`src/rtl/lsb_mem_responder_if.sv`:
```
`default_nettype none
// ============================================================================
//  Module      : lsb_mem_responder_if
//  Description : Bundle of the load/store-buffer request/response signals
//                and the byte-wide RAM/IO bus seen by lsb_mem_responder.
//                slave  : the responder side (drives done/rdata and mem_*).
//                master : the environment side (requester, RAM, IO, control).
//                Signals: rdy, rollback, lsb_req_{valid,load,addr,data,precise},
//                lsb_done, lsb_rdata, mem_din, mem_dout, mem_a, mem_wr,
//                io_buffer_full.
//  Revision    : 1.0 - initial release
// ============================================================================
interface lsb_mem_responder_if;
    logic        rdy;
    logic        rollback;
    logic        lsb_req_valid;
    logic        lsb_req_load;
    logic [31:0] lsb_req_addr;
    logic [31:0] lsb_req_data;
    logic [2:0]  lsb_req_precise;
    logic        lsb_done;
    logic [31:0] lsb_rdata;
    logic [7:0]  mem_din;
    logic [7:0]  mem_dout;
    logic [31:0] mem_a;
    logic        mem_wr;
    logic        io_buffer_full;

    modport slave (
        input  rdy, rollback,
        input  lsb_req_valid, lsb_req_load, lsb_req_addr, lsb_req_data, lsb_req_precise,
        output lsb_done, lsb_rdata,
        input  mem_din, io_buffer_full,
        output mem_dout, mem_a, mem_wr
    );

    modport master (
        output rdy, rollback,
        output lsb_req_valid, lsb_req_load, lsb_req_addr, lsb_req_data, lsb_req_precise,
        input  lsb_done, lsb_rdata,
        output mem_din, io_buffer_full,
        input  mem_dout, mem_a, mem_wr
    );
endinterface
`default_nettype wire

```
`src/rtl/lsb_mem_responder.sv`:
```
`default_nettype none
// ============================================================================
//  Module      : lsb_mem_responder
//  Description : Memory-side responder for the load/store buffer. Takes one
//                load or store at a time and serialises it into byte accesses
//                on the 8-bit RAM/IO port; loads return a sign/zero-extended
//                result with a one-cycle lsb_done pulse.
//  Ports       : clk  - clock
//                rst  - synchronous active-high reset
//                bus  - lsb_mem_responder_if.slave (request/response + RAM/IO)
//  Parameters  : IO_SEL_HI - addr[17:16] value marking the IO region
//  Revision    : 1.0 - initial release
// ============================================================================
module lsb_mem_responder #(
    parameter logic [1:0] IO_SEL_HI = 2'b11
) (
    input  logic                clk,
    input  logic                rst,
    lsb_mem_responder_if.slave  bus
);

    typedef enum logic [1:0] {
        S_IDLE  = 2'd0,
        S_READ  = 2'd1,
        S_WRITE = 2'd2,
        S_COOL  = 2'd3
    } state_t;

    state_t      r_state,    w_state;
    logic [31:0] r_addr,     w_addr;
    logic [31:0] r_data,     w_data;
    logic        r_zext,     w_zext;
    logic [2:0]  r_n,        w_n;       // access size in bytes (1, 2 or 4)
    logic [2:0]  r_cnt,      w_cnt;     // bytes addressed/written so far
    logic [2:0]  r_rcnt,     w_rcnt;    // read edges taken in READ
    logic [31:0] r_buf,      w_buf;     // load byte slots, little-endian
    logic        r_done,     w_done;
    logic [31:0] r_rdata,    w_rdata;
    logic [31:0] r_mem_a,    w_mem_a;
    logic [7:0]  r_mem_dout, w_mem_dout;
    logic        r_wr_q,     w_wr_q;

    // The RAM keeps reading while rdy is low, so the byte that belongs to the
    // first frozen edge would be overwritten by the time the block resumes.
    // It is parked in r_hold and substituted on the first live edge.
    logic        r_stall;
    logic [7:0]  r_hold;

    logic [7:0]  w_din;
    logic [1:0]  w_slot;
    logic [2:0]  w_req_n;
    logic        w_req_io_stall;
    logic        w_wr_io_stall;

    function automatic logic [31:0] f_extend(input logic [31:0] raw,
                                             input logic [2:0]  n,
                                             input logic        zext);
        logic [31:0] res;
        case (n)
            3'd1:    res = zext ? {24'd0, raw[7:0]}  : {{24{raw[7]}},  raw[7:0]};
            3'd2:    res = zext ? {16'd0, raw[15:0]} : {{16{raw[15]}}, raw[15:0]};
            default: res = raw;
        endcase
        return res;
    endfunction

    assign w_din          = r_stall ? r_hold : bus.mem_din;
    // The byte arriving on this edge was addressed one live edge earlier,
    // hence the slot trails the read-edge count by one.
    assign w_slot         = r_rcnt[1:0] - 2'd1;
    assign w_req_n        = (bus.lsb_req_precise[1:0] == 2'b00) ? 3'd1 :
                            (bus.lsb_req_precise[1:0] == 2'b01) ? 3'd2 : 3'd4;
    assign w_req_io_stall = bus.io_buffer_full && (bus.lsb_req_addr[17:16] == IO_SEL_HI);
    assign w_wr_io_stall  = bus.io_buffer_full && (r_addr[17:16] == IO_SEL_HI);

    always_comb begin
        w_state    = r_state;
        w_addr     = r_addr;
        w_data     = r_data;
        w_zext     = r_zext;
        w_n        = r_n;
        w_cnt      = r_cnt;
        w_rcnt     = r_rcnt;
        w_buf      = r_buf;
        w_done     = 1'b0;
        w_rdata    = r_rdata;
        w_mem_a    = r_mem_a;
        w_mem_dout = r_mem_dout;
        w_wr_q     = 1'b0;

        case (r_state)
            S_IDLE: begin
                if (bus.lsb_req_valid && !bus.rollback) begin
                    w_addr = bus.lsb_req_addr;
                    w_data = bus.lsb_req_data;
                    w_zext = bus.lsb_req_precise[2];
                    w_n    = w_req_n;
                    w_rcnt = 3'd0;
                    if (bus.lsb_req_load) begin
                        w_mem_a = bus.lsb_req_addr;
                        w_cnt   = 3'd1;
                        w_state = S_READ;
                    end else if (!w_req_io_stall) begin
                        w_wr_q     = 1'b1;
                        w_mem_a    = bus.lsb_req_addr;
                        w_mem_dout = bus.lsb_req_data[7:0];
                        w_cnt      = 3'd1;
                        w_state    = S_WRITE;
                    end else begin
                        w_cnt   = 3'd0;
                        w_state = S_WRITE;
                    end
                end
            end

            S_READ: begin
                if (bus.rollback) begin
                    w_state = S_COOL;
                end else begin
                    if (r_rcnt != 3'd0) begin
                        w_buf[{w_slot, 3'b000} +: 8] = w_din;
                    end
                    if (r_cnt < r_n) begin
                        w_mem_a = r_addr + {29'd0, r_cnt};
                        w_cnt   = r_cnt + 3'd1;
                    end
                    w_rcnt = r_rcnt + 3'd1;
                    if (r_rcnt == r_n) begin
                        w_done  = 1'b1;
                        w_rdata = f_extend(w_buf, r_n, r_zext);
                        w_state = S_COOL;
                    end
                end
            end

            S_WRITE: begin
                // Rollback is deliberately not looked at: a store that has
                // reached this block is committed.
                if (r_cnt == r_n) begin
                    w_done  = 1'b1;
                    w_state = S_COOL;
                end else if (!w_wr_io_stall) begin
                    w_wr_q     = 1'b1;
                    w_mem_a    = r_addr + {29'd0, r_cnt};
                    w_mem_dout = r_data[{r_cnt[1:0], 3'b000} +: 8];
                    w_cnt      = r_cnt + 3'd1;
                end
            end

            // One dead cycle: the requester drops its level one cycle after
            // it sees done, so a still-high valid here is stale.
            S_COOL: begin
                w_state = S_IDLE;
            end

            default: begin
                w_state = S_IDLE;
            end
        endcase
    end

    always_ff @(posedge clk) begin
        if (rst) begin
            r_state    <= S_IDLE;
            r_addr     <= 32'd0;
            r_data     <= 32'd0;
            r_zext     <= 1'b0;
            r_n        <= 3'd0;
            r_cnt      <= 3'd0;
            r_rcnt     <= 3'd0;
            r_buf      <= 32'd0;
            r_done     <= 1'b0;
            r_rdata    <= 32'd0;
            r_mem_a    <= 32'd0;
            r_mem_dout <= 8'd0;
            r_wr_q     <= 1'b0;
            r_stall    <= 1'b0;
            r_hold     <= 8'd0;
        end else begin
            r_stall <= ~bus.rdy;
            if (!bus.rdy && !r_stall) begin
                r_hold <= bus.mem_din;
            end
            if (bus.rdy) begin
                r_state    <= w_state;
                r_addr     <= w_addr;
                r_data     <= w_data;
                r_zext     <= w_zext;
                r_n        <= w_n;
                r_cnt      <= w_cnt;
                r_rcnt     <= w_rcnt;
                r_buf      <= w_buf;
                r_done     <= w_done;
                r_rdata    <= w_rdata;
                r_mem_a    <= w_mem_a;
                r_mem_dout <= w_mem_dout;
                r_wr_q     <= w_wr_q;
            end
        end
    end

    assign bus.lsb_done  = r_done;
    assign bus.lsb_rdata = r_rdata;
    assign bus.mem_a     = r_mem_a;
    assign bus.mem_dout  = r_mem_dout;
    assign bus.mem_wr    = r_wr_q & bus.rdy;

endmodule
`default_nettype wire

```
`src/flat_wrapper.sv`:
```
// flat-port wrapper written by rule: the top's interface ports become plain ports
module lsb_mem_responder_flat 
#(
    parameter logic [1:0] IO_SEL_HI = 2'b11
)
  (clk, rst, bus_rdy, bus_rollback, bus_lsb_req_valid, bus_lsb_req_load, bus_lsb_req_addr, bus_lsb_req_data, bus_lsb_req_precise, bus_lsb_done, bus_lsb_rdata, bus_mem_din, bus_io_buffer_full, bus_mem_dout, bus_mem_a, bus_mem_wr);
  lsb_mem_responder_if bus_i ();
  input  logic clk;
  input  logic rst;
  input wire logic [$bits(bus_i.rdy)-1:0] bus_rdy;
  input wire logic [$bits(bus_i.rollback)-1:0] bus_rollback;
  input wire logic [$bits(bus_i.lsb_req_valid)-1:0] bus_lsb_req_valid;
  input wire logic [$bits(bus_i.lsb_req_load)-1:0] bus_lsb_req_load;
  input wire logic [$bits(bus_i.lsb_req_addr)-1:0] bus_lsb_req_addr;
  input wire logic [$bits(bus_i.lsb_req_data)-1:0] bus_lsb_req_data;
  input wire logic [$bits(bus_i.lsb_req_precise)-1:0] bus_lsb_req_precise;
  output wire logic [$bits(bus_i.lsb_done)-1:0] bus_lsb_done;
  output wire logic [$bits(bus_i.lsb_rdata)-1:0] bus_lsb_rdata;
  input wire logic [$bits(bus_i.mem_din)-1:0] bus_mem_din;
  input wire logic [$bits(bus_i.io_buffer_full)-1:0] bus_io_buffer_full;
  output wire logic [$bits(bus_i.mem_dout)-1:0] bus_mem_dout;
  output wire logic [$bits(bus_i.mem_a)-1:0] bus_mem_a;
  output wire logic [$bits(bus_i.mem_wr)-1:0] bus_mem_wr;
  assign bus_i.rdy = bus_rdy;
  assign bus_i.rollback = bus_rollback;
  assign bus_i.lsb_req_valid = bus_lsb_req_valid;
  assign bus_i.lsb_req_load = bus_lsb_req_load;
  assign bus_i.lsb_req_addr = bus_lsb_req_addr;
  assign bus_i.lsb_req_data = bus_lsb_req_data;
  assign bus_i.lsb_req_precise = bus_lsb_req_precise;
  assign bus_lsb_done = bus_i.lsb_done;
  assign bus_lsb_rdata = bus_i.lsb_rdata;
  assign bus_i.mem_din = bus_mem_din;
  assign bus_i.io_buffer_full = bus_io_buffer_full;
  assign bus_mem_dout = bus_i.mem_dout;
  assign bus_mem_a = bus_i.mem_a;
  assign bus_mem_wr = bus_i.mem_wr;
  lsb_mem_responder #(.IO_SEL_HI(IO_SEL_HI)) u_core (.clk(clk), .rst(rst), .bus(bus_i));
endmodule
```
`config.mk`:
```
export PLATFORM = sky130hd
export DESIGN_NAME = lsb_mem_responder_flat
export DESIGN_NICKNAME = d
export VERILOG_FILES = /design/src/rtl/lsb_mem_responder_if.sv /design/src/rtl/lsb_mem_responder.sv /design/src/flat_wrapper.sv
export SDC_FILE = /design/constraint.sdc
export NUM_CORES = 1
export LEC_CHECK = 0
export BUFFER_PORTS_ARGS = -buffer_cell sky130_fd_sc_hd__buf_2
export CAP_MARGIN = 10
export CORE_MARGIN = 5
export CORE_UTILIZATION = 56
export CTS_CLUSTER_SIZE = 14
export DETAILED_ROUTE_END_ITERATION = 10
export GPL_ROUTABILITY_DRIVEN = 0
export PLACE_DENSITY = 0.81
export SLEW_MARGIN = 40
export SYNTH_ARGS = -nofsm -noshare
export SYNTH_HDL_FRONTEND = slang
export SYNTH_SLANG_ARGS = --single-unit
```
`constraint.sdc`:
```
create_clock -name clk -period 6.8 [get_ports clk]
set_clock_uncertainty 0.15 [all_clocks]
set_input_delay 0.34 -clock clk [delete_from_list [all_inputs] [get_ports clk]]
set_output_delay 0.34 -clock clk [all_outputs]
set_load 0.005 [all_outputs]
```
==> reports/metrics.cfg <==
[floorplanning]
die-area_um2=18500
io_pins=156
core_area_um2=15700
die_h_um=136
die_x_um=136
rows=46
start_util=0.564

[status]
status=finished, final reports clean

[yosys]
synth_xor_area_frac=0.0306
yosys.area_share.adder=0.0248
synth-compound-area-share=0.191
synth.net_count=1167
synth-main-ff-cell=dfxtp_1
synth_seq_cells=191
netlist_instances=1068
async_flop_share=0
muxShareOfSynthArea=0.0794
synth_top_family_by_area=simple AND/OR/NAND/NOR gates
synth-simple-area-share=0.202
synth_edf_count=0
ys_types=55
syn_area_per_cell_um2=8.30
yosysWarnings=0
yosysSeqAreaShare=0.431
syn_area_um2=8870

[worst_hold_path]
hold_depth=3
hold_path.class=in -> reg
worstHoldStart=bus_lsb_req_data[6]
holdPathEnd=u_core.r_data[6]$_SDFFE_PP0P_

[worst_setup_path]
worstPathArrival_ns=3.56
r2r_end=u_core.bus.mem_a[28]$_SDFFE_PP0P_
critical_path_required_ns=6.99
critPathKind=reg -> reg
ff2ff_path_depth=9
crit_path_start_kind=flip-flop
worstPathMaxFanout=13
reg2reg_slack_ns=3.44
critPathCaptureType=flip-flop
r2r_start=u_core.r_cnt[0]$_SDFFE_PP0P_

[timing]
tns_ns=0
max_freq_ghz=0.297
tightestPinTransition_ns=0.785
finalWorstSetupSlack_ns=3.44
relSlewSlack=0.477
setup_viol=0
post-route-period-util=0.494
maxSlewViolCount=0
period_needed_ns=3.36
hold_viol=0
rsz0062_at_grt=no

[detailed_routing]
first_pass_iters=5
via_per_inst=5.58
dr.first_iter.drc_count=569
ant_nets=0
vias=8015
drcViolationCount=0
routedWlPerCell_um=15.4
drt-total-wl_um=22100

[global_routing]
grt_pass1_vias=7641
grt_antenna_before_repair=2
grt_pass1_wl_um=36600
overflow=0
grt_start_max_net_pins=106
track_usage=0.242

[power]
p_leak_nw=4.01
p_per_area_nw_per_um2=227
ir_worst_vdd_v=0.000215

[clocking]
cts-htree-levels=4
cts_buffer_depth=2
path_clk_slew_ns=0.07
numCtsBuffers=17
cts_tree=done
clockRootBuffer=clkbuf_16
clock_latency_ns=0.43
clock_sinks=191

[cells_and_area]
nFillCells=1319
final_net_count=1308
drive_gt1_frac=0.187
syn2layout_area_growth_pct=19.8
antenna_cells=0

[place]
dpl_worst_slack_ns=3.47
hpwl_um=14600
io_buffers=155

[job]
maxCapViolCount=0

-- cell usage in the layout (no fill, tap or decap), types with 4 or more instances in the layout --
cell / instances
a211oi_1: 40
nor4_1: 6
nand4_1: 4
a22o_1: 23
ha_1: 15
and4_1: 6
o211ai_1: 10
dfxtp_1: 191
xor2_1: 11
buf_4: 5
o21ai_0: 17
a211o_1: 19
dlygate4sd3_1: 36
inv_1: 17
nor2b_1: 6
nand2_1: 210
mux4_2: 8
and2_1: 4
nor2_1: 119
mux2i_1: 40
buf_2: 154
mux2_2: 11
nand2b_1: 5
nor3_1: 27
a21oi_1: 126
nand3_1: 10
clkbuf_16: 17
xnor2_1: 20
clkinvlp_4: 4
-- registers in the layout (all words and copies together) (netlist names) --
signal                cells
u_core.r_hold             8
u_core.r_data            32
u_core.r_zext             1
u_core.r_stall            1
u_core.r_addr            32
u_core.r_wr_q             1
u_core.r_cnt              3
u_core.r_state            2
u_core.bus.lsb_done       1
u_core.bus.mem_a         32
u_core.bus.lsb_rdata     32
u_core.r_rcnt             3
u_core.r_buf             32
u_core.bus.mem_dout       8
u_core.r_n                3
-- cells by family after synthesis --
kind of cell / after synthesis
flip-flops: 191
buffers and inverters: 92
XOR/XNOR: 31
AND/OR/NAND/NOR: 419
multiplexers: 59
AO/OA/AOI/OAI: 259
adder cells (fa/ha/maj): 17
-- critical path, cell delays in order, from the launching register on --
cell       delay (ns)
dfxtp_1          0.82
ha_1             0.28
inv_1            0.06
fa_1             0.37
nor2b_1          0.38
o2111ai_4        0.28
nor4_2           0.37
xnor2_1          0.10
a211o_1          0.31
a21oi_1          0.15
-- final cells by class --
class / instances / area (µm²) / area share
clock buffers: 19 / 443 / 0.0417
clock inverters: 12 / 113 / 0.0106
inverters: 17 / 63.8 / 0.00601
multi-input cells: 785 / 4720 / 0.444
flip-flops and latches: 191 / 3820 / 0.360
well taps: 216 / 270 / 0.0254
repair buffers: 197 / 1190 / 0.112
-- report_power, final --
part | internal [mW] | total, mW | switching (mW)
registers | 1.16 | 1.19 | 0.0323
logic | 0.116 | 0.275 | 0.158
clock network | 0.515 | 0.949 | 0.435
total | 1.79 | 2.42 | 0.625
-- through the flow --
step	cells	utilization	hold slack (ns)	instance area (µm²)	power, mW
CTS	1437	0.676	0.000869	10600	2.43
finish	1437	0.676	0.00983	10600	2.42
detailed placement	1370	0.617	0.292	9700	1.47
global placement	1370	0.616	0.288	9680	1.47
floorplan	1068	-	0.283	8870	1.38
global route	1437	0.676	0.00564	10600	2.52
-- worst max path at each step --
stage / start / endpoint / slack (ns) / cells past startpoint
6_report: u_core.r_cnt[0]$_SDFFE_PP0P_ / u_core.bus.mem_a[28]$_SDFFE_PP0P_ / 3.44 / 9
2_1_floorplan: u_core.r_cnt[0]$_SDFFE_PP0P_ / u_core.bus.mem_a[26]$_SDFFE_PP0P_ / 3.95 / 11
4_1_cts: u_core.r_cnt[0]$_SDFFE_PP0P_ / u_core.bus.mem_a[26]$_SDFFE_PP0P_ / 3.42 / 9
5_1_grt: u_core.r_rcnt[0]$_SDFFE_PP0P_ / u_core.bus.lsb_rdata[28]$_SDFFE_PP0P_ / 3.20 / 8
3_3_place_gp: u_core.r_state[1]$_SDFFE_PP0P_ / u_core.bus.lsb_rdata[24]$_SDFFE_PP0P_ / 3.38 / 9
3_5_place_dp: u_core.r_cnt[0]$_SDFFE_PP0P_ / u_core.bus.mem_a[26]$_SDFFE_PP0P_ / 3.47 / 9
-- Yosys cell counts, types with 2 or more instances --
cell | n | area (µm²)
and4_1 | 6 | 52.6
nor3b_1 | 2 | 15.0
clkbuf_1 | 63 | 236
o211ai_1 | 10 | 75.1
dfxtp_1 | 191 | 3820
o21ai_0 | 17 | 85.1
nor2_1 | 119 | 447
a22oi_1 | 3 | 22.5
nand4_1 | 4 | 25.0
and3_1 | 4 | 25.0
ha_1 | 16 | 200
nor3_1 | 30 | 150
nand2b_1 | 5 | 31.3
nor4_1 | 6 | 37.5
a311o_1 | 2 | 20.0
nor4b_1 | 2 | 17.5
a21o_1 | 3 | 22.5
a21oi_1 | 126 | 631
and2_1 | 5 | 31.3
a21oi_2 | 3 | 26.3
buf_2 | 6 | 30.0
a22o_1 | 23 | 201
nand3_1 | 11 | 55.1
or3_1 | 3 | 18.8
mux2i_1 | 40 | 400
buf_1 | 4 | 15.0
inv_1 | 17 | 63.8
xor2_1 | 11 | 96.3
nand2_1 | 210 | 788
mux2_2 | 11 | 124
xnor2_1 | 20 | 175
mux4_2 | 8 | 180
a211o_1 | 19 | 166
o2111ai_1 | 3 | 26.3
a211oi_1 | 40 | 300
nor2b_1 | 6 | 37.5
-- what timing repair did --
| action | CTS | global route |
|---|---|---|
| resized for setup | 0 | 0 |
| hold buffers | 36 | 0 |
| setup buffers | 0 | 0 |
| hold endpoints to repair | 36 | 0 |
-- per-layer routing --
| layer | GRT usage | share of wire | up-vias | wire length [µm] |
|---|---|---|---|---|
| met3 | 0.0588 | 0.064 | 38 | 1410 |
| li1 | - | - | 3992 | - |
| met1 | 0.318 | 0.44 | 3747 | 9770 |
| met4 | 0.0745 | 0.016 | 4 | 361 |
| met5 | 0 | 0.00086 | - | 19 |
| met2 | 0.397 | 0.48 | 234 | 10500 |
Note: power is estimated with default switching activity, not from simulation.
